### src/rtl/pipeline_hazard_controller.sv
// ---------------------------------------------------------------------------
// pipeline_hazard_controller
//
// Central stall/flush sequencer for the 18-bit-instruction pipeline.
//  - Load-use hazard between Decode and Execute: one-cycle stall with a bubble
//    loaded into Decode/Execute.
//  - Multi-cycle Execute ops (multiply): holds the front end and Decode/Execute
//    and bubbles Execute/Memory for MUL_LATENCY-1 cycles after the start pulse.
//  - Branch mispredict: flushes Fetch/Decode for FLUSH_CYCLES cycles and
//    bubbles Decode/Execute on the mispredict cycle. Highest priority.
//  - Saturating performance counters for stall cycles and mispredicts.
//
// Ports
//   clk            rising-edge clock
//   reset          asynchronous active-low reset
//   Daddress1/2    Decode source registers, Duse1/2 their read enables
//   Ememread       Execute instruction is a load, Edest its destination
//   Emulstart      multi-cycle op entered Execute (pulse)
//   Emispredict    branch in Execute mispredicted (pulse)
//   clear_counters synchronous clear of both performance counters
//   Fstall/Dstall/Estall     hold PC / Fetch-Decode / Decode-Execute
//   FDflush/DEflush/EMbubble clear F/D, bubble D/E, bubble E/M
//   busy_state     0 RUN, 1 MULBUSY, 2 FLUSH
//   stall_count    cycles with Dstall=1 (saturating)
//   flush_count    accepted mispredict pulses (saturating)
// ---------------------------------------------------------------------------
module pipeline_hazard_controller #(
  parameter int MUL_LATENCY  = 4,
  parameter int FLUSH_CYCLES = 1
) (
  input  logic        clk,
  input  logic        reset,
  input  logic [3:0]  Daddress1,
  input  logic [3:0]  Daddress2,
  input  logic        Duse1,
  input  logic        Duse2,
  input  logic        Ememread,
  input  logic [3:0]  Edest,
  input  logic        Emulstart,
  input  logic        Emispredict,
  input  logic        clear_counters,
  output logic        Fstall,
  output logic        Dstall,
  output logic        Estall,
  output logic        FDflush,
  output logic        DEflush,
  output logic        EMbubble,
  output logic [1:0]  busy_state,
  output logic [15:0] stall_count,
  output logic [15:0] flush_count
);

  localparam int CW = 4;

  typedef enum logic [1:0] {
    RUN     = 2'd0,
    MULBUSY = 2'd1,
    FLUSH   = 2'd2
  } state_t;

  state_t        state_q, state_d;
  logic [CW-1:0] cnt_q, cnt_d;
  logic [15:0]   stall_cnt_q, stall_cnt_d;
  logic [15:0]   flush_cnt_q, flush_cnt_d;

  logic load_use;
  logic fstall_c, dstall_c, estall_c, fdflush_c, deflush_c, embubble_c;

  function automatic logic [15:0] sat_inc(input logic [15:0] v, input logic en);
    if (en && (v != 16'hFFFF)) return v + 16'd1;
    return v;
  endfunction

  // Edest==0 is the hard-wired zero register, so it never creates a hazard.
  assign load_use = Ememread && (Edest != 4'd0) &&
                    ((Duse1 && (Daddress1 == Edest)) ||
                     (Duse2 && (Daddress2 == Edest)));

  always_comb begin
    state_d    = state_q;
    cnt_d      = cnt_q;
    fstall_c   = 1'b0;
    dstall_c   = 1'b0;
    estall_c   = 1'b0;
    fdflush_c  = 1'b0;
    deflush_c  = 1'b0;
    embubble_c = 1'b0;

    if (Emispredict) begin
      // Fetch is being redirected, so nothing is held; a multiply in flight
      // (protocol violation) is abandoned and a flush in progress restarts.
      fdflush_c = 1'b1;
      deflush_c = 1'b1;
      if (FLUSH_CYCLES > 1) begin
        state_d = FLUSH;
        cnt_d   = CW'(FLUSH_CYCLES - 1);
      end else begin
        state_d = RUN;
      end
    end else begin
      case (state_q)
        RUN: begin
          if (Emulstart) begin
            state_d = MULBUSY;
            cnt_d   = CW'(MUL_LATENCY - 1);
          end else if (load_use) begin
            // The load leaves Execute next cycle, so one stall cycle suffices.
            fstall_c  = 1'b1;
            dstall_c  = 1'b1;
            deflush_c = 1'b1;
          end
        end
        MULBUSY: begin
          fstall_c   = 1'b1;
          dstall_c   = 1'b1;
          estall_c   = 1'b1;
          embubble_c = 1'b1;
          cnt_d      = cnt_q - CW'(1);
          if (cnt_q == CW'(1)) state_d = RUN;
        end
        FLUSH: begin
          fdflush_c = 1'b1;
          cnt_d     = cnt_q - CW'(1);
          if (cnt_q == CW'(1)) state_d = RUN;
        end
        default: begin
          // Unreachable encoding: outputs stay quiet and the FSM recovers.
          state_d = RUN;
          cnt_d   = '0;
        end
      endcase
    end
  end

  // Controls are forced low for as long as reset is held.
  assign Fstall   = reset & fstall_c;
  assign Dstall   = reset & dstall_c;
  assign Estall   = reset & estall_c;
  assign FDflush  = reset & fdflush_c;
  assign DEflush  = reset & deflush_c;
  assign EMbubble = reset & embubble_c;

  always_comb begin
    stall_cnt_d = sat_inc(stall_cnt_q, Dstall);
    flush_cnt_d = sat_inc(flush_cnt_q, Emispredict);
    if (clear_counters) begin
      stall_cnt_d = '0;
      flush_cnt_d = '0;
    end
  end

  always_ff @(posedge clk or negedge reset) begin
    if (!reset) begin
      state_q     <= RUN;
      cnt_q       <= '0;
      stall_cnt_q <= '0;
      flush_cnt_q <= '0;
    end else begin
      state_q     <= state_d;
      cnt_q       <= cnt_d;
      stall_cnt_q <= stall_cnt_d;
      flush_cnt_q <= flush_cnt_d;
    end
  end

  assign busy_state  = state_q;
  assign stall_count = stall_cnt_q;
  assign flush_count = flush_cnt_q;

endmodule

### config.mk
export PLATFORM = sky130hd
export DESIGN_NAME = pipeline_hazard_controller
export DESIGN_NICKNAME = d
export VERILOG_FILES = /design/src/rtl/pipeline_hazard_controller.sv
export SDC_FILE = /design/constraint.sdc
export NUM_CORES = 1
export LEC_CHECK = 0
export ABC_AREA = 1
export CORE_UTILIZATION = 50
export CTS_BUF_LIST = sky130_fd_sc_hd__clkbuf_16
export DETAILED_ROUTE_END_ITERATION = 10
export PLACE_DENSITY = 0.88
export RECOVER_POWER = 100
export SLEW_MARGIN = 10
export SYNTH_ARGS = -nofsm -noshare
export SYNTH_HDL_FRONTEND = slang
export SYNTH_SLANG_ARGS = --single-unit
### constraint.sdc
create_clock -name clk -period 1.8 [get_ports clk]
set_input_delay 0.27 -clock clk [delete_from_list [all_inputs] [get_ports clk]]
set_output_delay 0.27 -clock clk [all_outputs]
set_load 0.01 [all_outputs]
==> flow_metrics.tcl <==
set metrics [dict create \
    pwr-share-seq_pct 43.3 \
    core_area_um2 4504 \
    min_period_over_period_pct 95.32 \
    worst-r2r-setup-slack_ps 80 \
    antenna_found_initial 0 \
    drv_slew 0 \
    setup_ws_ps 84.33 \
    ir_drop_v 0.0004406 \
    cp-end-kind "flip-flop" \
    p_sw_uw 565.2 \
    cts.sinks 37 \
    dpl.hpwl_um 4429 \
    drt_iter0_drc 227 \
    syn_inst 343 \
    port_buffers 58 \
    drt_wl_total_um 6022 \
    cts_root_buf "clkbuf_16" \
    stdcell_count 473 \
    fill_cells 351 \
    rows 24 \
    dieArea_um2 5129 \
    grt_use_total_pct 25.11 \
    post_cts_buffers 0 \
    synthFlopType "dfrtp_1" \
    via_count 2508 \
    crit_fanout 7 \
    synthTopCellsByArea "dfrtp_1, nand2_1, nor2_1, nand3_1, inv_1" \
    p_comb_share_pct 18.3 \
    holdWs_ps 514.9 \
    p_int_uw 1551 \
    yosysUniqueCellTypes 35 \
    globalplace.congestion 0.9302 \
    synth_fa_ha_area_share_pct 2.065 \
    status "completed" \
    holdCritPathClass "reg2reg" \
    die_w_um 71.62 \
    diodes 0 \
    clk_path_buf_depth 2 \
    place_ws_ps -558.3 \
    skew_ps 4.826 \
    synth_top_family_by_area "simple AND/OR/NAND/NOR gates" \
    multi_input_area_um2 1299 \
    synth_compound_area_share_pct 7.073 \
    slew_headroom_pct 9.846 \
    synthSimpleGateAreaFrac_pct 36.34 \
    maxCapViolCount 0 \
    path_class "reg2reg" \
    grt-ovfl-total 0 \
    clock_power_share_pct 38.5 \
    drive_gt1_share_pct 12.59 \
    grt_pass1_wl_um 10230 \
    hold_viol 0 \
    worst_pin_slew_ps 1352 \
    synthMuxAreaShare_pct 0 \
    leakage_uw 0.001725 \
    layout.nets 445 \
    clkLatencyLatePin_ps 280 \
    cts_buffers 5 \
    p_per_area_nw_per_um2 635.8 \
    wl_per_cell_um 12.73 \
    synth-seq-cells 37 \
    cts_tree "built" \
    yosysSeqAreaShare_pct 38.20 \
    seq_area_um2 925.9 \
    clk_pin_slew_ps 50 \
    h-tree-depth 2 \
    dp_cells 465 \
    fmax_mhz 582.9 \
    drtAntennaViolNets 0 \
    synthArstFlopShare_pct 100.0 \
    setup_violations 0 \
    yosysTopAreaCell "dfrtp_1" \
    synth_top_area_share_pct 38.20 \
    critPathLaunchType "flip-flop" \
    p_sw_share_pct 26.71 \
    final_util_pct 73.89 \
    die_h_um 71.62 \
    netlist_area_um2 2424 \
    vias_per_cell 5.302 \
    grt_pass1_vias 2354 \
    synthXorXnorAreaFrac_pct 6.144 \
    ys_warn_count 0 \
    ios 60 \
    start_util_pct 53.81 \
    avgSynthCellArea_um2 7.066 \
    cp.required_ps 1960 \
    arrival_ps 1880 \
    grt_max_degree 26 \
    drc 0 \
    fin_crit_ps 1716 \
    syn_nets 367 \
    first_pass_iters 5 \
    setup-tns-final_ps 0 \
    areaGrowthSynthToFinish_pct 37.33 \
    synth_edf_count 0 \
]
[cell type report]
class,count,share of cell area [%]
inverters,46,5.188
flip-flops and latches,37,27.82
clock buffers,5,3.759
clock inverters,2,0.2256
multi-input cells,249,39.02
repair buffers,82,22.03
well taps,52,1.955
[path summary, 6_finish.rpt]
| path | from | to | cells past startpoint |
|---|---|---|---|
| worst max register to register | flush_count[1]$_DFFE_PN0P_ | flush_count[3]$_DFFE_PN0P_ | 9 |
| max in group asynchronous | reset | flush_count[10]$_DFFE_PN0P_ | 2 |
| worst min register to register | flush_count[3]$_DFFE_PN0P_ | flush_count[3]$_DFFE_PN0P_ | 1 |
| min in group asynchronous | reset | flush_count[6]$_DFFE_PN0P_ | 2 |
| worst max-delay path | flush_count[1]$_DFFE_PN0P_ | flush_count[3]$_DFFE_PN0P_ | 9 |
| worst min-delay path | flush_count[3]$_DFFE_PN0P_ | flush_count[3]$_DFFE_PN0P_ | 1 |
[cell usage after synthesis (all sizes together) (2+ instances only)]
| master | instances |
|---|---|
| buf | 8 |
| clkbuf | 3 |
| o22ai | 3 |
| dfrtp | 37 |
| o21ai | 9 |
| inv | 46 |
| nand4 | 4 |
| a21oi | 11 |
| xor2 | 9 |
| nand3 | 37 |
| nand2 | 94 |
| xnor2 | 8 |
| o31ai | 2 |
| nor3 | 7 |
| nor2 | 54 |
| ha | 4 |
[flip-flops by register name (all words and copies together), names as in the netlist]
name / flops
flush_count: 16
stall_count: 16
cnt_q: 4
busy_state: 1
[cells in the final DEF, fill, tap and decap left out, drive strengths merged]
cell,instances
o22ai,3
nor2,54
xor2,9
dlygate4sd3,31
conb,1
o21bai,1
a41oi,1
xnor2,8
o31ai,2
dfrtp,37
inv,47
clkbuf,9
dlymetal6s2s,1
nand3,37
a31oi,1
nor3,7
buf,23
clkdlybuf4s50,10
ha,4
a22oi,1
nand2,94
clkinv,1
nor3b,1
dlygate4sd2,13
nand4,4
a21oi,11
a21boi,1
o21ai,9
[through the flow]
stage               total power, uW  area (um2)
floorplan                      1136        2424
global placement               1309        3179
detailed placement             1322        3179
CTS                            2121        3293
global route                   2200        3328
finish                         2116        3328
[timing repair]
item / 4_1_cts / 5_1_grt
gates cloned: 0 / 0
hold buffers: 1 / 0
pin swaps: 8 / 6
resized for setup: 27 / 13
endpoints found under the setup margin: 6 / 20
endpoints found under the hold margin: 12 / 0
[critical path, cell delays in order (launching register included)]
cell and delay, ps:
dfrtp_1 380, ha_1 190, nand2_1 100, nor3_2 160
nand4_1 170, nand2_2 150, buf_4 160, nor2_1 70
o21ai_0 150, a21oi_1 50
[layer usage]
layer  track usage (%)  wire, um  share of wire, %  vias to the layer above
met5                 0         0                 0                        -
met4             8.497       129               2.1                        0
met3             4.641       358               5.9                       14
met2             42.35      2944                49                      100
met1             32.58      2590                43                     1161
li1                  -         -                 -                     1233
[power groups by stage]
stage / clock [uW] / sequential [uW] / combinational, uW
after floorplan: 0 / 935 / 200
after global placement: 0 / 927 / 382
after detailed placement: 0 / 927 / 395
after CTS: 821 / 915 / 385
after global routing: 849 / 922 / 429
final: 814 / 916 / 387
[cell families (layout without fill, tap and decap cells)]
logic type | Yosys count | in the layout
flops | 37 | 37
compound gates | 30 | 30
simple gates | 197 | 197
buf+inv | 57 | 135
xor+xnor | 17 | 17
other cells | 1 | 1
fa+ha+maj | 4 | 4
(Power assumes the default switching activity.)
